==> config.mk <==
export PLATFORM = sky130hd
export DESIGN_NAME = clkdiv_ctrl
export DESIGN_NICKNAME = d
export VERILOG_FILES = /design/src/rtl/clkdiv_ctrl_pkg.sv /design/src/rtl/div_period_cnt.sv /design/src/rtl/clkdiv_ctrl.sv
export SDC_FILE = /design/constraint.sdc
export NUM_CORES = 1
export LEC_CHECK = 0
export BUFFER_PORTS_ARGS = -buffer_cell sky130_fd_sc_hd__buf_2
export CAP_MARGIN = 20
export CORE_AREA = 2 2 79 81
export CTS_CLUSTER_SIZE = 16
export DETAILED_ROUTE_END_ITERATION = 10
export DIE_AREA = 0 0 81 83
export HOLD_SLACK_MARGIN = 0.02
export PLACE_DENSITY = 0.46
export SYNTH_ARGS = -nofsm -noshare
export SYNTH_HDL_FRONTEND = slang
export SYNTH_SLANG_ARGS = --single-unit
==> constraint.sdc <==
create_clock -name clk -period 2.6 [get_ports clk]
set_input_delay 0.39 -clock clk [delete_from_list [all_inputs] [get_ports clk]]
set_output_delay 0.39 -clock clk [all_outputs]
set_load 0.01 [all_outputs]
==> src/rtl/clkdiv_ctrl_pkg.sv <==
// Shared types and helpers for the clock-division controller.
package clkdiv_ctrl_pkg;

    typedef enum logic [1:0] {
        IDLE = 2'd0,
        RUN  = 2'd1,
        PEND = 2'd2
    } state_t;

    localparam int unsigned MIN_DIV = 2;

    // Ratios below MIN_DIV cannot produce both a high and a low phase.
    function automatic int unsigned clamp_div(input int unsigned div);
        return (div < MIN_DIV) ? MIN_DIV : div;
    endfunction

endpackage

==> src/rtl/div_period_cnt.sv <==
// Loadable wrap counter: counts 0..limit-1 while en, held at 0 by clr.
// Latency: wrap is combinational from cnt/limit; no backpressure.
// Backpressure: none, advances every enabled cycle.
module div_period_cnt #(
    parameter int WIDTH = 8
) (
    input  logic             clk,
    input  logic             rst_n,
    input  logic             clr,
    input  logic             en,
    input  logic [WIDTH-1:0] limit,
    output logic [WIDTH-1:0] cnt,
    output logic             wrap
);

    assign wrap = en && (cnt == (limit - WIDTH'(1)));

    always_ff @(posedge clk or negedge rst_n) begin
        if (!rst_n) begin
            cnt <= '0;
        end else if (clr) begin
            cnt <= '0;
        end else if (en) begin
            cnt <= wrap ? '0 : cnt + WIDTH'(1);
        end
    end

endmodule

==> src/rtl/clkdiv_ctrl.sv <==
// Divided-clock generator with glitch-free start/stop and period-aligned ratio updates.
// Latency: outputs registered one cycle behind the counter; ratio applies at next period boundary.
// Backpressure: cfg_ready drops while a ratio is pending, until the current period wraps.
module clkdiv_ctrl
    import clkdiv_ctrl_pkg::*;
#(
    parameter int WIDTH       = 8,
    parameter int DEFAULT_DIV = 3
) (
    input  logic             clk,
    input  logic             rst_n,
    input  logic             enable,
    input  logic             cfg_valid,
    input  logic [WIDTH-1:0] cfg_div,
    output logic             cfg_ready,
    output logic             clkout,
    output logic             tick,
    output logic             busy,
    output logic             err
);

    localparam logic [WIDTH-1:0] DIV_INIT = WIDTH'(DEFAULT_DIV);
    localparam logic [WIDTH-1:0] MIN_W    = WIDTH'(MIN_DIV);

    state_t           state;
    logic [WIDTH-1:0] div_reg;
    logic [WIDTH-1:0] pend_reg;
    logic [WIDTH-1:0] cnt;
    logic             wrap;
    logic             xfer;
    logic [WIDTH-1:0] div_clamped;
    logic             running;

    assign running     = (state != IDLE);
    assign cfg_ready   = (state != PEND);
    assign xfer        = cfg_valid && cfg_ready;
    assign div_clamped = WIDTH'(clamp_div(32'(cfg_div)));

    div_period_cnt #(.WIDTH(WIDTH)) u_cnt (
        .clk   (clk),
        .rst_n (rst_n),
        .clr   (!running),
        .en    (running),
        .limit (div_reg),
        .cnt   (cnt),
        .wrap  (wrap)
    );

    always_ff @(posedge clk or negedge rst_n) begin
        if (!rst_n) begin
            state    <= IDLE;
            div_reg  <= DIV_INIT;
            pend_reg <= '0;
            clkout   <= 1'b0;
            tick     <= 1'b0;
            busy     <= 1'b0;
            err      <= 1'b0;
        end else begin
            // Waveform decodes the count of the cycle just finished, so the
            // last cycle of every period is low and stopping at a wrap is clean.
            clkout <= running && (cnt < (div_reg >> 1));
            tick   <= running && (cnt == '0);
            err    <= xfer && (cfg_div < MIN_W);

            case (state)
                IDLE: begin
                    if (xfer) div_reg <= div_clamped;
                    if (enable) begin
                        state <= RUN;
                        busy  <= 1'b1;
                    end
                end
                RUN: begin
                    if (wrap && !enable) begin
                        // A ratio offered on the stopping wrap is applied directly.
                        if (xfer) div_reg <= div_clamped;
                        state <= IDLE;
                        busy  <= 1'b0;
                    end else if (xfer) begin
                        pend_reg <= div_clamped;
                        state    <= PEND;
                    end
                end
                PEND: begin
                    if (wrap) begin
                        div_reg <= pend_reg;
                        if (enable) begin
                            state <= RUN;
                        end else begin
                            state <= IDLE;
                            busy  <= 1'b0;
                        end
                    end
                end
                default: begin
                    state <= IDLE;
                    busy  <= 1'b0;
                end
            endcase
        end
    end

endmodule

# Word level (Yosys, flattened, before mapping)
# Cells that the tools add are included.
dict set report word_totals {
  register_bits 30
  input_bits 12
  out_inout_bits 5
  wordCells 56
}
dict set report classes {
  addsub 2
  n_lt_le_gt_ge 3
  eq_ne 9
  muxes 18
  bitwise 1
  n_reduce_logical 15
}
# cell count
set op_table {}
lappend op_table {{8-bit 2-to-1 mux} 6}
lappend op_table {{8-bit one-hot mux with 3 select lines} 1}
lappend op_table {{8-bit by 2-bit less-than comparator with 1-bit output, second input constant} 2}
lappend op_table {{3-bit AND reduction} 3}
lappend op_table {{8-bit by 1-bit adder with 8-bit output, second input constant} 1}
lappend op_table {{8-bit == test} 1}
lappend op_table {{8-bit logical NOT} 1}
lappend op_table {{8-bit by 7-bit less-than comparator with 1-bit output} 1}
lappend op_table {{2-bit 2-to-1 mux} 4}
lappend op_table {{2-bit != test, second input constant} 4}
lappend op_table {{8-bit by 1-bit subtractor with 8-bit output, second input constant} 1}
lappend op_table {{1-bit logical AND} 6}
lappend op_table {{2-bit one-hot mux with 3 select lines} 1}
lappend op_table {{1-bit 2-to-1 mux} 5}
lappend op_table {{4-bit AND reduction} 1}
lappend op_table {{3-bit != test, second input constant} 1}
lappend op_table {{1-bit one-hot mux with 3 select lines} 1}
lappend op_table {{3-bit nonzero test} 1}
lappend op_table {{2-bit by 1-bit == test with 1-bit output, second input constant} 1}
lappend op_table {{2-bit == test, second input constant} 1}
lappend op_table {{2-bit logical NOT} 1}
lappend op_table {{2-bit by 1-bit != test with 1-bit output, second input constant} 1}
lappend op_table {{2-bit nonzero test} 1}
lappend op_table {{1-bit logical NOT} 1}
lappend op_table {{1-bit inverter} 1}

# Logic depth before layout (Yosys ltp)
# Gate-level depths: netlist (run 1).
dict set report logic_depth {
  depth_word 6
  ltp_mapped 8
  ltp_nobuf 8
}

# By module
# Synthesis (run 1) repeated with hierarchy kept, for this count alone.
dict set report unflattened {
  cells_unflattened 199
  hier_area_um2 1980.6
}
# mod instances cells_each area_each_um2 seq_area_each_um2
set by_module_without_submodules {}
lappend by_module_without_submodules {clkdiv_ctrl 1 101 1166.1 553.0}
lappend by_module_without_submodules {div_period_cnt 1 98 814.5 200.2}

# Least setup slack after synthesis (run 1)
# OpenSTA, ideal clock, no wires.
dict set report synth_timing {
  path_type {reg-to-reg}
  start {register div_reg[2]}
  end {register div_reg[0]}
  setup_ns 0.082
  arrival_ns 2.488
  required_ns 2.518
  setup_slack_ns 0.030
  stages_incl_launch_ff 7
  path_buffers 0
  period_less_slack_ns 2.570
  path_cell_list {dfrtp_1 or3_4 or4_1 nor4b_2 nor3_2 o31ai_4 mux2_2}
}
dict set report synth_via {
  elab_chain_cells 6
  word_cells_on_any_way 7
  classes_between {add/sub (1); eq/ne (3); reduce/logical (3)}
}
# element line
set synth_rtl {}
lappend synth_rtl {{start: declaration} clkdiv_ctrl.sv:26} ;# logic [WIDTH-1:0] div_reg;
lappend synth_rtl {{start signal: assignment} clkdiv_ctrl.sv:67} ;# if (xfer) div_reg <= div_clamped;
lappend synth_rtl {{start signal: assignment} clkdiv_ctrl.sv:76} ;# if (xfer) div_reg <= div_clamped;
lappend synth_rtl {{start signal: assignment} clkdiv_ctrl.sv:86} ;# div_reg <= pend_reg;
lappend synth_rtl {{8-bit by 1-bit subtractor with 8-bit output (*)} div_period_cnt.sv:16} ;# assign wrap = en && (cnt == (limit - WIDTH'(1)));
lappend synth_rtl {{8-bit == test (*)} div_period_cnt.sv:16}
lappend synth_rtl {{1-bit logical AND (*)} div_period_cnt.sv:16}
lappend synth_rtl {{1-bit logical AND} clkdiv_ctrl.sv:74} ;# if (wrap && !enable) begin
lappend synth_rtl {{2-bit != test (no source line)} --}
lappend synth_rtl {{3-bit AND reduction (no source line) (*)} --}
# Every way passes the cells marked *; elsewhere a longest branch is shown, timed or not.
# A chain may end at the register's enable or synchronous reset.

# Worst setup path after layout (run 1)
dict set report layout_timing {
  start {register div_reg[3]}
  end {register pend_reg[6]}
}
dict set report layout_via {
  elab_chain_cells 6
}
# element line
set layout_rtl {}
lappend layout_rtl {{8-bit by 1-bit subtractor with 8-bit output} div_period_cnt.sv:16}
lappend layout_rtl {{8-bit == test} div_period_cnt.sv:16}
lappend layout_rtl {{1-bit logical AND} div_period_cnt.sv:16}
lappend layout_rtl {{1-bit logical AND} clkdiv_ctrl.sv:74}
lappend layout_rtl {{1-bit inverter (no source line)} --}
lappend layout_rtl {{3-bit AND reduction (no source line)} --}
lappend layout_rtl {{end signal: assignment} clkdiv_ctrl.sv:80} ;# pend_reg <= div_clamped;
lappend layout_rtl {{end: declaration} clkdiv_ctrl.sv:27} ;# logic [WIDTH-1:0] pend_reg;
# Every way passes these cells.

==> run_results.csv, run 1 <==
group,metric,value,unit
sta,setup_violations,0,
route,vias,1285,
worst_hold_path,hp-class,"primary input to async pin",
clock_network,clock_path_buffers,2,
yosys,synthArstFlopShare,100,%
placed_design,io_buffers,16,
route,ant_nets,0,
sta,period_share,97.8,%
sta,tightest_slew,0.683,ns
clock_network,cts_tree,"done",
worst_setup_path,crit_buf_inv,1,
worst_setup_path,worstPathArrival,2.71,ns
global_routing,antenna_found_initial,0,
yosys,synth-seq-cells,30,
worst_setup_path,endpoint_kind,"register",
worst_setup_path,slowest_delay,0.46,ns
clock_network,clk_latency,0.28,ns
yosys,avgSynthCellArea,10.8,µm²
yosys,ys_types,44,
global_routing,grt_pass1_vias,1345,
clock_network,cts_hold_buf,0,
sta,grt_setup_unrepaired,"yes",
finish,n_fill_cell,614,
placed_design,place.gp.congestion,0.756,
yosys,yosysTopAreaCellShare,39.7,%
yosys,netlist_top_cells_area,"dfrtp_1 (40%), mux2i_1 (8.5%), ha_1 (6.4%)",
worst_setup_path,crit_type,"register to register",
finish,final_nets,217,
floorplan,die_area,6720,µm²
worst_setup_path,cp_cell_sequence,"or3_4 > or4_4 > nor4b_4 > nor3_4 > o31ai_4 > buf_12 > mux2_2",
route,via_per_inst,4.72,
finish,area_growth,24.2,%
finish,diodes,0,
global_routing,grt_pass1_wl,6.46,mm
worst_setup_path,r2r_start,"div_reg[3]$_DFFE_PN0P_",
route,drt-pass1-iter-count,4,
yosys,synth_top_area_cell,"dfrtp_1",
clock_network,cts-root-buf,"clkbuf_8",
yosys,synth_enable_flop_cells,0,
worst_setup_path,worstReg2RegEnd,"pend_reg[6]$_DFFE_PN0P_",
route,drtIter0Drc,71,
floorplan,pin_count,17,
power_and_ir_drop,power_density,1070,nW/µm²
clock_network,numCtsBuffers,5,
placed_design,detailed_place_hpwl,2.87,mm
yosys,syn_inst,164,
yosys,synth_top_flop_cell,"dfrtp_1",
finish,seq_area,753,µm²
sta,maxSlewViolCount,0,
floorplan,die_w,81,µm
worst_setup_path,rr_worst_depth,7,
power_and_ir_drop,p_leak,1.01,nW
floorplan,initial_utilization,30.4,%
floorplan,core,5820,µm²
route,routed_wl,3.79,mm
yosys,synth_most_common_cell,"dfrtp_1",
global_routing,grt_use_total,12.4,%
worst_setup_path,reg2reg_slack,0.06,ns
global_routing,globalRouteOverflowTotal,0,
worst_setup_path,slowest_stage,"or4_4",
sta,slew_headroom,54.5,%
floorplan,rows,28,
sta,fmax,393,MHz
finish,drive_above_1_share,28.9,%
yosys,synth_nets,185,
global_routing,grt_start_max_net_pins,31,
clock_network,cts.clk_slew.worst_paths,0.07,ns
power_and_ir_drop,power,2.35,mW
sta,period_needed,2.54,ns
sta,worst_clock_skew,0.00681,ns
yosys,synth_area,1770,µm²
worst_setup_path,worst_ep_required_time,2.76,ns
flow_run,drv_cap,0,
route,wl_per_cell,13.9,µm
sta,fin_tns_setup,0,ns
yosys,ys_seq_area_share,42.7,%
worst_setup_path,crit_path_max_fanout,8,
sta,hold_viol_final,0,
floorplan,dieHeight,83,µm
worst_setup_path,start_kind,"register",
clock_network,clkSinkCount,30,
worst_setup_path,cp_top_family,"simple AND/OR/NAND/NOR gates",
yosys,yosys_warnings,0,
status,status,"finished, final reports clean",
route,drc,0,
clock_network,h-tree-depth,2,
finish,multi_input_area,1010,µm²
yosys,ys_top_cells_by_count,"dfrtp_1 (28), mux2i_1 (15), inv_1 (14), nor2_1 (13)",
power_and_ir_drop,ir_worst_vdd,0.000269,V
## where the power goes
part           total (mW)  internal, mW  switching [mW]
combinational        1.09         0.546           0.541
sequential          0.817         0.662           0.156
clock               0.442         0.267           0.175
## through the flow
step                hold WS (ns)  instance area [µm²]  setup slack (ns)  utilization, %  instances
floorplan                 0.0944                 1770            0.0300               -        164
global placement           0.461                 2020             0.104            34.7        263
detailed placement         0.484                 2020            0.0533            34.7        263
CTS                        0.170                 2130            0.0289            36.6        271
global route               0.202                 2190           -0.0189            37.7        272
finish                     0.148                 2190            0.0560            37.7        272
## how the worst max path moves through the flow
| stage | from | end | slack, ns | depth (start not counted) |
|---|---|---|---|---|
| finish | div_reg[3]$_DFFE_PN0P_ | pend_reg[6]$_DFFE_PN0P_ | 0.06 | 7 |
| global route | div_reg[3]$_DFFE_PN0P_ | pend_reg[6]$_DFFE_PN0P_ | -0.02 | 7 |
| CTS | div_reg[2]$_DFFE_PN0P_ | pend_reg[1]$_DFFE_PN0P_ | 0.03 | 7 |
| detailed placement | div_reg[2]$_DFFE_PN0P_ | pend_reg[1]$_DFFE_PN0P_ | 0.05 | 7 |
| global placement | div_reg[2]$_DFFE_PN0P_ | pend_reg[3]$_DFFE_PN0P_ | 0.10 | 7 |
| floorplan | div_reg[2]$_DFFE_PN0P_ | div_reg[0]$_DFFE_PN1P_ | 0.03 | 6 |
## cells by family (layout without fill, tap and decap cells)
group                      Yosys count  after routing  synth area share (%)
and+or+nand+nor                     50             50                  16.3
DFF                                 30             30                  42.7
muxes                               23             23                  13.6
AOI/OAI and AO/OA                   22             22                  10.7
buffers and inverters               16             49                  3.40
xor gates and xnor gates            14             14                  6.95
adders and majority gates            9              9                  6.38
## final cells by class
class                   instances  area share [%]
multi-input cells             118            45.9
flip-flops and latches         30            34.4
repair buffers                 27            7.99
clock buffers                   8            5.02
well taps                      75            4.28
inverters                      14            2.40
## layer usage
metal | global-route usage (%) | routed length (µm)
met2 | 19.4 | 1900
met3 | 2.83 | 86
met1 | 15.8 | 1760
met4 | 6.01 | 40
met5 | 0 | 0
## cells in the final DEF (no fill, tap or decap), types with 2 or more instances in the layout
master / instances
or2_2: 2
nor4b_4: 2
mux2_2: 8
nor3_1: 3
buf_4: 10
nand2_1: 6
a21o_1: 3
buf_2: 16
a21oi_1: 5
mux2i_1: 15
xnor2_1: 9
dfstp_2: 2
ha_1: 9
nand2b_1: 3
xor2_1: 5
clkbuf_8: 8
nor2_1: 13
o31ai_4: 2
inv_1: 14
nand3_1: 4
nor4_1: 3
dfrtp_1: 28
and3_1: 2
## what timing repair did
action	CTS	global route
gates resized for setup	0	8
endpoints found under the setup margin	0	22
endpoints found under the hold margin	0	0
buffers inserted	0	1
No activity file was read; power rests on OpenSTA's default activity.
==> inputs of run 2 (changes only) <==
==> constraint.sdc (replaced) <==
create_clock -name clk -period 2.6 [get_ports clk]
set_input_delay 0.52 -clock clk [delete_from_list [all_inputs] [get_ports clk]]
set_output_delay 0.52 -clock clk [all_outputs]
set_load 0.01 [all_outputs]
==> run_results.csv, run 2 (synthesized netlist as in run 1, its figures left out) <==
group,metric,value,unit
route,drc,0,
worst_hold_path,hp-class,"primary input to async pin",
sta,period_share,97.5,%
clock_network,cts_hold_buf,0,
floorplan,die_w,81,µm
status,status,"finished, final reports clean",
finish,n_fill_cell,615,
worst_setup_path,slowest_delay,0.45,ns
route,drtIter0Drc,42,
floorplan,rows,28,
sta,worst_clock_skew,0.00592,ns
finish,final_nets,216,
sta,fmax,395,MHz
route,vias,1299,
worst_setup_path,crit_type,"register to register",
finish,fin_area,2150,µm²
worst_setup_path,worst_ep_required_time,2.76,ns
clock_network,clk_latency,0.28,ns
global_routing,grt_pass1_vias,1347,
clock_network,cts.clk_slew.worst_paths,0.06,ns
floorplan,die_area,6720,µm²
route,wl_per_cell,14.0,µm
route,via_per_inst,4.79,
sta,grt_setup_unrepaired,"no",
worst_setup_path,cp_cell_sequence,"or3_4 > or4_4 > nor4b_4 > nor3_4 > o31ai_4 > buf_12 > mux2_2",
sta,slew_headroom,54.0,%
global_routing,grt_use_total,12.6,%
worst_setup_path,crit_path_max_fanout,8,
route,ant_nets,0,
clock_network,cts-root-buf,"clkbuf_8",
clock_network,clkSinkCount,30,
global_routing,antenna_found_initial,0,
placed_design,place_inst,263,
floorplan,initial_utilization,30.4,%
global_routing,grt_pass1_wl,6.42,mm
clock_network,cts_tree,"done",
worst_setup_path,start_kind,"register",
finish,diodes,0,
finish,fin_cells,271,
finish,drive_above_1_share,27.0,%
route,drt-pass1-iter-count,3,
placed_design,detailed_place_hpwl,2.89,mm
global_routing,grt_start_max_net_pins,31,
sta,fin_tns_setup,0,ns
floorplan,dieHeight,83,µm
sta,hold_viol_final,0,
power_and_ir_drop,power,2.25,mW
floorplan,pin_count,17,
worst_setup_path,worstPathArrival,2.69,ns
sta,tightest_slew,0.690,ns
finish,layout_common_cells,"dfrtp_1 (28), buf_2 (16), mux2i_1 (15)",
power_and_ir_drop,ir_worst_vdd,0.000277,V
worst_setup_path,slowest_stage,"or4_4",
sta,maxSlewViolCount,0,
flow_run,drv_cap,0,
power_and_ir_drop,p_leak,0.989,nW
power_and_ir_drop,power_density,1040,nW/µm²
placed_design,place.gp.congestion,0.769,
placed_design,place_area,2020,µm²
clock_network,cts_setup_buffers,0,
worst_setup_path,endpoint_kind,"register",
placed_design,io_buffers,16,
clock_network,clock_path_buffers,2,
floorplan,core,5820,µm²
clock_network,h-tree-depth,2,
sta,period_needed,2.53,ns
finish,final_common_cell,"dfrtp_1",
global_routing,globalRouteOverflowTotal,0,
finish,area_growth,22.0,%
clock_network,numCtsBuffers,5,
route,routed_wl,3.79,mm
sta,setup_violations,0,
==> run 2: changes by cell type in the layout (fill, tap and decap cells not counted), sizes merged <==
cell / previous run / this run
buf: 27 / 26
==> run 2: layout make-up <==
| class | count | area, µm² | area share [%] |
|---|---|---|---|
| inverters | 14 | 52.6 | 2.44 |
| multi-input cells | 118 | 1010 | 46.7 |
| well taps | 75 | 93.8 | 4.36 |
| clock buffers | 8 | 80.1 | 3.72 |
| repair buffers | 26 | 168 | 7.78 |
| flip-flops and latches | 30 | 753 | 35.0 |
==> run 2: per-layer routing <==
layer / wire [µm] / track usage, % / share of wire, % / vias to the layer above
met5: 0 / 0 / 0 / -
met4: 70 / 6.01 / 1.8 / 0
met3: 100 / 3.59 / 2.6 / 6
met2: 1950 / 19.8 / 52 / 15
met1: 1660 / 15.6 / 44 / 636
li1: - / - / - / 642
==> run 2: final timing paths <==
kind / slack (ns) / cells past startpoint / from / end
worst max-delay path: 0.07 / 7 / div_reg[2]$_DFFE_PN0P_ / pend_reg[3]$_DFFE_PN0P_
worst min-delay path: 0.28 / 1 / rst_n / tick$_DFF_PN0_
worst max register to register: 0.07 / 7 / div_reg[2]$_DFFE_PN0P_ / pend_reg[3]$_DFFE_PN0P_
worst min register to register: 0.51 / 1 / pend_reg[6]$_DFFE_PN0P_ / pend_reg[6]$_DFFE_PN0P_
max in group asynchronous: 1.87 / 1 / rst_n / pend_reg[0]$_DFFE_PN0P_
min in group clk: 0.50 / 2 / cfg_div[6] / pend_reg[6]$_DFFE_PN0P_
==> run 2: worst max-delay path, delay by kind of cell, from the launching register on <==
kind | cells | cell delay, ns
compound gates | 1 | 0.22
mux | 1 | 0.33
simple gates | 4 | 1.32
buf+inv | 1 | 0.16
flops | 1 | 0.38
==> run 2: what timing repair did <==
item                                    CTS  global route
gates resized for setup                   0             8
endpoints found under the setup margin    0            19
endpoints found under the hold margin     0             0
==> run 2: where the power goes <==
group / internal (mW) / switching (mW) / leakage (nW)
Sequential: 0.662 / 0.159 / 0.369
Combinational: 0.541 / 0.534 / 0.581
Clock: 0.190 / 0.164 / 0.0395
==> run 2: per-stage QoR <==
step	worst slack [ns]	hold WS, ns	utilization (%)
floorplan	0.0300	0.224	-
global placement	0.101	0.488	34.7
detailed placement	0.0591	0.496	34.7
CTS	0.0507	0.311	36.1
global route	0.0000580	0.336	37.0
finish	0.0660	0.284	37.0
